File: config.mk
export PLATFORM = sky130hd
export DESIGN_NAME = shift_add_multiplier
export DESIGN_NICKNAME = d
export VERILOG_FILES = /design/src/rtl/shift_add_multiplier.sv
export SDC_FILE = /design/constraint.sdc
export NUM_CORES = 1
export LEC_CHECK = 0
export BUFFER_PORTS_ARGS = -buffer_cell sky130_fd_sc_hd__buf_2
export CAP_MARGIN = 5
export CORE_ASPECT_RATIO = 0.8
export CORE_MARGIN = 2
export CORE_UTILIZATION = 50
export CTS_BUF_LIST = sky130_fd_sc_hd__clkbuf_8
export CTS_CLUSTER_DIAMETER = 100
export DETAILED_ROUTE_END_ITERATION = 6
export GPL_TIMING_DRIVEN = 0
export PLACE_DENSITY = 0.81
export SYNTH_ARGS = -nofsm -noshare
export SYNTH_HDL_FRONTEND = slang
export SYNTH_SLANG_ARGS = --single-unit
File: constraint.sdc
create_clock -name clk -period 8.8 [get_ports clk]
set_input_delay 1.76 -clock clk [delete_from_list [all_inputs] [get_ports clk]]
set_output_delay 1.76 -clock clk [all_outputs]
set_load 0.01 [all_outputs]
File: src/rtl/shift_add_multiplier.sv
// Sequential unsigned radix-2 shift-add multiplier. Consumes one multiplier bit per clock and
// stops early once the remaining multiplier bits are all zero.
module shift_add_multiplier #(
    parameter int unsigned WIDTH = 32
) (
    input  logic                 clk,
    input  logic                 rst,
    input  logic                 start,
    input  logic [WIDTH-1:0]     multiplicand,
    input  logic [WIDTH-1:0]     multiplier,
    output logic                 busy,
    output logic                 mul_done,
    output logic [2*WIDTH-1:0]   product
);

    localparam int unsigned CntW = $clog2(WIDTH) + 1;

    typedef enum logic [1:0] {
        StIdle,
        StCalc,
        StDone
    } state_e;

    state_e               state_q, state_d;
    logic [2*WIDTH-1:0]   mcand_q, mcand_d;
    logic [WIDTH-1:0]     mplier_q, mplier_d;
    logic [2*WIDTH-1:0]   acc_q, acc_d;
    logic [CntW-1:0]      cnt_q, cnt_d;
    logic [2*WIDTH-1:0]   product_q, product_d;
    logic                 done_q, done_d;

    logic [2*WIDTH-1:0]   next_acc;
    logic                 calc_last;

    assign next_acc = acc_q + (mplier_q[0] ? mcand_q : '0);
    // The count bound is only a safety net; the zero-remainder test fires first or together.
    assign calc_last = ((mplier_q >> 1) == '0) || (cnt_q == CntW'(WIDTH - 1));

    always_ff @(posedge clk or posedge rst) begin
        if (rst) begin
            state_q   <= StIdle;
            mcand_q   <= '0;
            mplier_q  <= '0;
            acc_q     <= '0;
            cnt_q     <= '0;
            product_q <= '0;
            done_q    <= 1'b0;
        end else begin
            state_q   <= state_d;
            mcand_q   <= mcand_d;
            mplier_q  <= mplier_d;
            acc_q     <= acc_d;
            cnt_q     <= cnt_d;
            product_q <= product_d;
            done_q    <= done_d;
        end
    end

    always_comb begin
        state_d = state_q;
        unique case (state_q)
            StIdle:  if (start) state_d = StCalc;
            StCalc:  if (calc_last) state_d = StDone;
            StDone:  state_d = StIdle;
            default: state_d = StIdle;
        endcase
    end

    always_comb begin
        mcand_d   = mcand_q;
        mplier_d  = mplier_q;
        acc_d     = acc_q;
        cnt_d     = cnt_q;
        product_d = product_q;
        done_d    = 1'b0;
        unique case (state_q)
            StIdle: begin
                if (start) begin
                    mcand_d  = {{WIDTH{1'b0}}, multiplicand};
                    mplier_d = multiplier;
                    acc_d    = '0;
                    cnt_d    = '0;
                end
            end
            StCalc: begin
                acc_d    = next_acc;
                mcand_d  = mcand_q << 1;
                mplier_d = mplier_q >> 1;
                cnt_d    = cnt_q + CntW'(1);
                if (calc_last) begin
                    product_d = next_acc;
                    done_d    = 1'b1;
                end
            end
            default: ;
        endcase
    end

    assign busy     = (state_q != StIdle);
    assign mul_done = done_q;
    assign product  = product_q;

endmodule
### Yosys cells after proc, flatten, opt, wreduce, memory -nomap -nowiden

Index checks and enable logic that the tools add are counted.

* output and inout bits: 66
* word-level logic and storage cells: 35
* flip-flop bits (word level): 233
* input port bits: 67

* muxes and demuxes: 14
* eq/ne operators: 4
* add/sub/neg operators: 2
* reductions and logical operators: 8

Operators with widths (number)
* $pmux W64 S2: 2
* $mux W64: 3
* $add A64 B64 Y64: 1
* $pmux W32 S2: 1
* $logic_not A32 Y1: 1
* $mux W32: 1
* $pmux W6 S2: 1
* $add A6 B1 Y6 const B: 1
* $eq A6 B5 Y1 const B: 1
* $mux W6: 1
* $reduce_and A2 Y1: 3
* $mux W2: 2
* $ne A2 B2 Y1 const B: 2
* $pmux W2 S2: 1
* $reduce_bool A2 Y1: 2
* $eq A2 B1 Y1 const B: 1
* $logic_not A2 Y1: 1
* $mux W1: 2
* $logic_or A1 B1 Y1: 1

### Longest topological paths before layout

Gate-level depths: netlist of the first run.

* depth after elaboration: 4
* mapped depth: 15
* depth with buffers taken out: 13

### Worst setup path after synthesis of the first run

No wires, ideal clock.

* path type: reg-to-reg
* start: register mplier_q[0]
* end: register product_q[56] (netlist: product[56])
* setup slack: 5.540 ns
* buffers on the path: 2
* arrival time: 3.135 ns
* data required time: 8.675 ns
* stages on the path, launching flop included: 15
* cells stage by stage: dfrtp_1 -> clkbuf_1 -> clkbuf_1 -> and2_1 -> ha_1 -> a21o_1 -> a21o_1 -> a221o_1 -> a21oi_4 -> o21ai_2 -> a31o_4 -> a41oi_4 -> o21ai_1 -> xor2_1 -> mux2_2

* word-level cells in the longest chain between the ends: 2

Ends and longest elaborated chain
* from (decl): RTL line 26 `logic [WIDTH-1:0] mplier_q, mplier_d;`
* from (signal assigned): RTL line 51 `mplier_q <= mplier_d;`
* $mux W64: RTL line 35 `assign next_acc = acc_q + (mplier_q[0] ? mcand_q : '0);`
* $add A64 B64 Y64: RTL line 35
* to (signal assigned): RTL line 54 `product_q <= product_d;`
* to (decl): RTL line 29 `logic [2*WIDTH-1:0] product_q, product_d;`

No other way between the ends.
A chain may end at the register's enable or synchronous reset.

### Final worst setup path of the first run

* start: register mplier_q[0]
* end: register product_q[54] (netlist: product[54])

The elaborated chain is that of the path after synthesis.

==> reports/metrics.yaml, run 1 <==
run_status:
  status: "complete, no violations"
grt:
  grt_use_met3: 0.05501
  busiest_layer: "met2"
  grt_pass1_wl_um: 59620
  met1_usage: 0.3908
  grt.total_usage: 0.2647
  use_met2: 0.3983
  grt_max_degree: 131
  grt_remaining_overflow: 0
  antenna_found_initial: 0
  grt_pass1_vias: 11130
placed_design:
  portBuffers: 132
  place.gp.congestion: 0.9383
  dp_hpwl_um: 27220
  placedCellCount: 1955
setup_path:
  cpMaxStageDelayCell: "nor4_1"
  cp-endpoint: "product[54]"
  critPathArrivalTime_ns: 4.83
  critPathRequiredTime_ns: 9.21
  regToRegSetupSlack_ns: 4.38
  path_buf_inv: 3
  cp_slowest_stage_delay_ns: 0.76
  path_cells: "clkbuf_1 -> clkbuf_1 -> and2_1 -> ha_1 -> clkbuf_2 -> nand2_1 -> nor2_1 -> nand4_1 -> nor4_1 -> o2111ai_1 -> nand2_2 -> a41oi_2 -> xnor2_1 -> o21ai_1"
  r2r_cells: 14
  r2r_start: "mplier_q[0]"
  worstPathMaxFanout: 10
  critPathLaunch: "mplier_q[0]"
  r2r-end: "product[54]"
  crit_top_cell: "clkbuf_1"
  critical_path.top_delay_family: "simple AND/OR/NAND/NOR gates"
  path_class: "flop to flop"
  path_depth: 14
  startpoint_type: "flop"
  cp-end-kind: "flop"
floorplan:
  die_w_um: 187.5
  die_h_um: 150.8
  start_util: 0.5101
  dieArea_um2: 28260
  core_um2: 26390
  rows: 53
  pin_count: 133
synthesis:
  syn_nets: 1597
  netlist_instances: 1465
  synth_edf_count: 0
  ys.flop_type: "dfrtp_1"
  async_reset_ff_frac: 1.000
  synth_warnings: 0
  yosysSeqAreaShare: 0.4331
  ys_ff_latch: 233
  syn_area_per_cell_um2: 9.190
  syn_area_um2: 13460
  synth_cell_types: 63
timing:
  min_period_over_period: 0.5024
  skew_ns: 0.03198
  hold_violations: 0
  setup_viol: 0
  fmax_mhz: 226.2
  drv_slew: 0
  tightest_slew_ns: 0.9068
  rsz0062_at_grt: "false"
  hold_ws_ns: 0.4713
  relSlewSlack: 0.3955
  post-route-min-period_ns: 4.421
clocking:
  clkLatencyLatePin_ns: 0.57
  clk_pin_slew_ns: 0.06
  root_buffer: "clkbuf_8"
  cts_max_path_buffers: 3
  cts-resized-gates: 0
  cts_tree: "built"
  hold_buffers: 0
  postCtsSetupBuffers: 0
  cts_sinks: 233
  h-tree-depth: 2
  cts_made_buffers: 39
cells_and_area:
  nNetsFinal: 1771
  mostFrequentLayoutCells: "nand2_1 (236), dfrtp_1 (233), a21oi_1 (141), buf_2 (141), o21ai_0 (119)"
  fin_cells: 2026
  final_common_cell: "nand2_1"
  diodes: 0
  layout-drive-gt1-share: 0.1456
  areaGrowthSynthToFinish_pct: 15.02
power_and_ir_drop:
  vdd_ir_drop_max_v: 0.0001747
  total_power_uw: 5285
  p_leak_uw: 0.007879
  cellPowerDensity_nw_per_um2: 341.3
detailed_routing:
  drc: 0
  wl_um: 37130
  routed_via_density: 5.845
  vias: 11840
  firstDrtPassIters: 7
  drtAntennaViolNets: 0
  wl_per_cell_um: 18.33
  drtIter0Drc: 1062
min_path:
  min_path_type: "flop to flop"
  min_from: "product[41]"
run:
  cap_viol_max_count: 0
[metrics by stage]
stage / setup WS [ns] / cell area (um2) / util / setup TNS [ns]
after floorplan: 0.6504 / 13460 / - / 0
after detailed placement: 4.567 / 14610 / 0.5534 / 0
after global placement: -1.741 / 14570 / 0.5521 / -400.31
after global routing: 4.130 / 15480 / 0.5867 / 0
after CTS: 4.543 / 15480 / 0.5867 / 0
final: 4.379 / 15480 / 0.5867 / 0
[final cells by class]
cell class                 instances  area [um2]
fill                            2328       10910
multi-input combinational       1112        7169
sequential                       233        5831
timing repair buffer             133       688.2
clock buffer                      47       646.9
tap                              357       446.7
buffer                            94       365.4
clock inverter                    24       232.7
inverter                          26       105.1
[layer usage]
| metal | part of all wire | up-vias |
|---|---|---|
| met3 | 0.082 | 58 |
| met2 | 0.43 | 472 |
| li1 | - | 5610 |
| met5 | 0 | - |
| met1 | 0.47 | 5702 |
| met4 | 0.018 | 0 |
[cell families after synthesis]
logic type	share of synthesized area
AND/OR/NAND/NOR	0.1896
AO/OA/AOI/OAI	0.2272
flip-flops	0.4331
buffers and inverters	0.03439
adder cells (fa/ha/maj)	0.06097
XOR/XNOR	0.03968
multiplexers	0.01506
[worst min path at each step]
stage,end,cells after the start
after floorplan,cnt_q[5],1
after global placement,product[41],2
after detailed placement,product[41],2
after CTS,product[41],2
after global routing,product[26],2
final,product[41],2
[power breakdown]
| part | switching, uW | internal (uW) | total, uW |
|---|---|---|---|
| logic | 1460 | 946 | 2400 |
| registers | 292 | 1500 | 1790 |
| clock network | 480 | 611 | 1090 |
[registers in the layout (all words and copies together) (netlist names)]
| register | count |
|---|---|
| mcand_q | 64 |
| product | 64 |
| state_q | 2 |
| mplier_q | 32 |
| cnt_q | 6 |
| mul_done | 1 |
| acc_q | 64 |
[worst register-to-register path, stage by stage, from the launching register on]
cell       delay (ns)
dfrtp_1          0.38
clkbuf_1         0.54
clkbuf_1         0.40
and2_1           0.21
ha_1             0.13
clkbuf_2         0.18
nand2_1          0.09
nor2_1           0.26
nand4_1          0.16
nor4_1           0.76
o2111ai_1        0.27
nand2_2          0.25
a41oi_2          0.15
xnor2_1          0.38
o21ai_1          0.12
[Yosys cell counts (all sizes together) (5+ instances only)]
cell type,instances,area share
nand2,237,0.066
a22o,88,0.057
nand3,11,0.0041
xnor2,40,0.026
o31ai,6,0.0033
inv,25,0.0070
o21a,8,0.0045
a21oi,146,0.056
dfrtp,233,0.43
o21bai,15,0.0084
ha,64,0.059
xor2,21,0.014
clkbuf,80,0.022
o21ai,132,0.049
or3,6,0.0028
nor4,11,0.0051
buf,14,0.0047
a31oi,8,0.0042
nor3,16,0.0059
nor2,41,0.011
a211oi,10,0.0063
mux2,18,0.015
nor2b,6,0.0028
and3b,62,0.040
o211ai,5,0.0028
a21o,33,0.018
nand4,20,0.0093
and2,70,0.033
Note: power is estimated with default switching activity, not from simulation.
==> inputs of run 2 (changes only) <==
Settings changed: PLACE_DENSITY 0.81 to 0.84.
Clock period 8.8 ns to 3.8 ns, I/O delays scaled along.
==> run 2 against run 1 <==
  * Via count rose by 0.95%
  * Sequential cell count unchanged
  * Clock skew decreased by 0.0055 ns
  * Fmax rose by 19%
  * Utilization rose by 0.26 points
  * Cell count barely moved
  * Setup slack lost 4.3 ns
  * First-iteration DRC count grew 2.2%
  * Sequential power is 130% higher
  * Clock-buffer cell count decreased by 4
  * Die area stayed put
  * Critical path type unchanged
  * Highest routed layer unchanged
==> reports/metrics.yaml, run 2 (synthesis gave the netlist of run 1 again) <==
floorplan:
  rows: 53
  die_h_um: 150.8
  dieArea_um2: 28260
  die_w_um: 187.5
  pin_count: 133
  core_um2: 26390
  start_util: 0.5101
timing:
  fmax_mhz: 270.1
  hold_violations: 0
  setup_viol: 0
  skew_ns: 0.02651
  tightest_slew_ns: 1.103
  post-route-min-period_ns: 3.702
  min_period_over_period: 0.9742
  setup_tns_ns: 0
  relSlewSlack: 0.2645
  drv_slew: 0
cells_and_area:
  final_cell_area_um2: 15550
  register_area_um2: 5832
  layout-drive-gt1-share: 0.1580
  multi_input_area_um2: 7238
  diodes: 0
  mostFrequentLayoutCells: "nand2_1 (236), dfrtp_1 (232), buf_2 (143)"
  fillerInstances: 2279
  final_common_cell: "nand2_1"
  finish.utilization: 0.5893
  nNetsFinal: 1779
  areaGrowthSynthToFinish_pct: 15.53
clocking:
  cts_max_path_buffers: 3
  cts_made_buffers: 38
  cts_tree: "built"
  clk_pin_slew_ns: 0.07
  clkLatencyLatePin_ns: 0.57
  root_buffer: "clkbuf_8"
  cts_sinks: 233
  h-tree-depth: 2
placed_design:
  dp_hpwl_um: 27610
  place.gp.congestion: 0.9719
  portBuffers: 132
  placed_area_um2: 14690
setup_path:
  startpoint_type: "flop"
  critPathLaunch: "mplier_q[0]"
  critPathArrivalTime_ns: 4.15
  path_class: "flop to flop"
  critPathRequiredTime_ns: 4.25
  worstPathMaxFanout: 7
  cp-end-kind: "flop"
  r2r_start: "mplier_q[0]"
detailed_routing:
  wl_per_cell_um: 18.55
  vias: 11950
  routed_via_density: 5.894
  drtIter0Drc: 1085
  wl_um: 37630
  drc: 0
  firstDrtPassIters: 5
  drtAntennaViolNets: 0
power_and_ir_drop:
  p_leak_uw: 0.007898
  p_seq_frac: 0.346
  power_frac_clock: 0.186
  pwr-share-comb: 0.468
  power.internal_uw: 6831
  vdd_ir_drop_max_v: 0.0003598
  cellPowerDensity_nw_per_um2: 774.0
  total_power_uw: 12040
  switchingPower_uw: 5208
  swShare: 0.4326
grt:
  antenna_found_initial: 0
  grt_remaining_overflow: 0
  grt_pass1_vias: 11220
  grt.total_usage: 0.2665
  grt_pass1_wl_um: 60120
  grt_max_degree: 44
min_path:
  min_path_type: "primary input to asynchronous set/reset pin"
run:
  cap_viol_max_count: 0
run_status:
  status: "complete, no violations"
## run 2: cell type report
type | instances | area share
clock inverters | 21 | 0.01022
repair buffers | 144 | 0.05293
inverters | 26 | 0.006516
multi-input cells | 1112 | 0.4654
well taps | 357 | 0.02872
plain buffers | 92 | 0.02325
clock buffers | 43 | 0.03805
flip-flops and latches | 233 | 0.3749
## run 2: repair_timing
item / 4_1_cts / 5_1_grt
pin swaps: 0 / 3
resized for setup: 3 / 16
hold buffers: 0 / 0
cloned: 0 / 0
buffers inserted: 0 / 6
endpoints found under the setup margin: 45 / 30
## run 2: worst paths after layout
path / slack [ns] / endpoint / cells after the start
setup / recovery: 0.1 / product[59] / 13
hold / removal: 0.17 / product[12] / 2
setup reg to reg: 0.1 / product[59] / 13
hold reg to reg: 0.47 / product[34] / 2
max in group asynchronous: 2.77 / product[57] / 4
min in group clk: 0.42 / mplier_q[31] / 2
## run 2: worst max-delay path, cell delays in order (launching register included)
cell	delay, ns
dfrtp_2	0.51
buf_2	0.23
and2_1	0.20
ha_1	0.26
a211oi_1	0.29
o211ai_1	0.18
a21oi_2	0.27
a21oi_2	0.13
and2_1	0.22
o21a_1	0.22
or2_4	0.28
a21oi_2	0.21
o21ai_0	0.21
a221o_1	0.37
## run 2: stage by stage
stage	setup WS [ns]	std cells	hold slack (ns)
floorplan	-0.009915	1465	0.4524
global placement	-1.332	1954	0.4557
detailed placement	-0.3662	1960	0.4584
CTS	0.01308	2023	0.1673
global route	-0.008572	2028	0.1914
finish	0.09801	2028	0.1721
## run 2: power groups by stage
stage                     clock (uW)  combinational, uW  sequential, uW
after floorplan                    0               3900            4080
after global placement             0               5310            4130
after detailed placement           0               5510            4160
after CTS                       2260               5510            4150
after global routing            2380               6220            4280
final                           2230               5630            4170
## run 2: layer usage
metal,vias up,GRT usage,share of wire
met5,-,0,0
met4,0,0.07165,0.023
met3,61,0.04452,0.084
met2,489,0.3911,0.42
met1,5784,0.4067,0.47
li1,5620,-,-
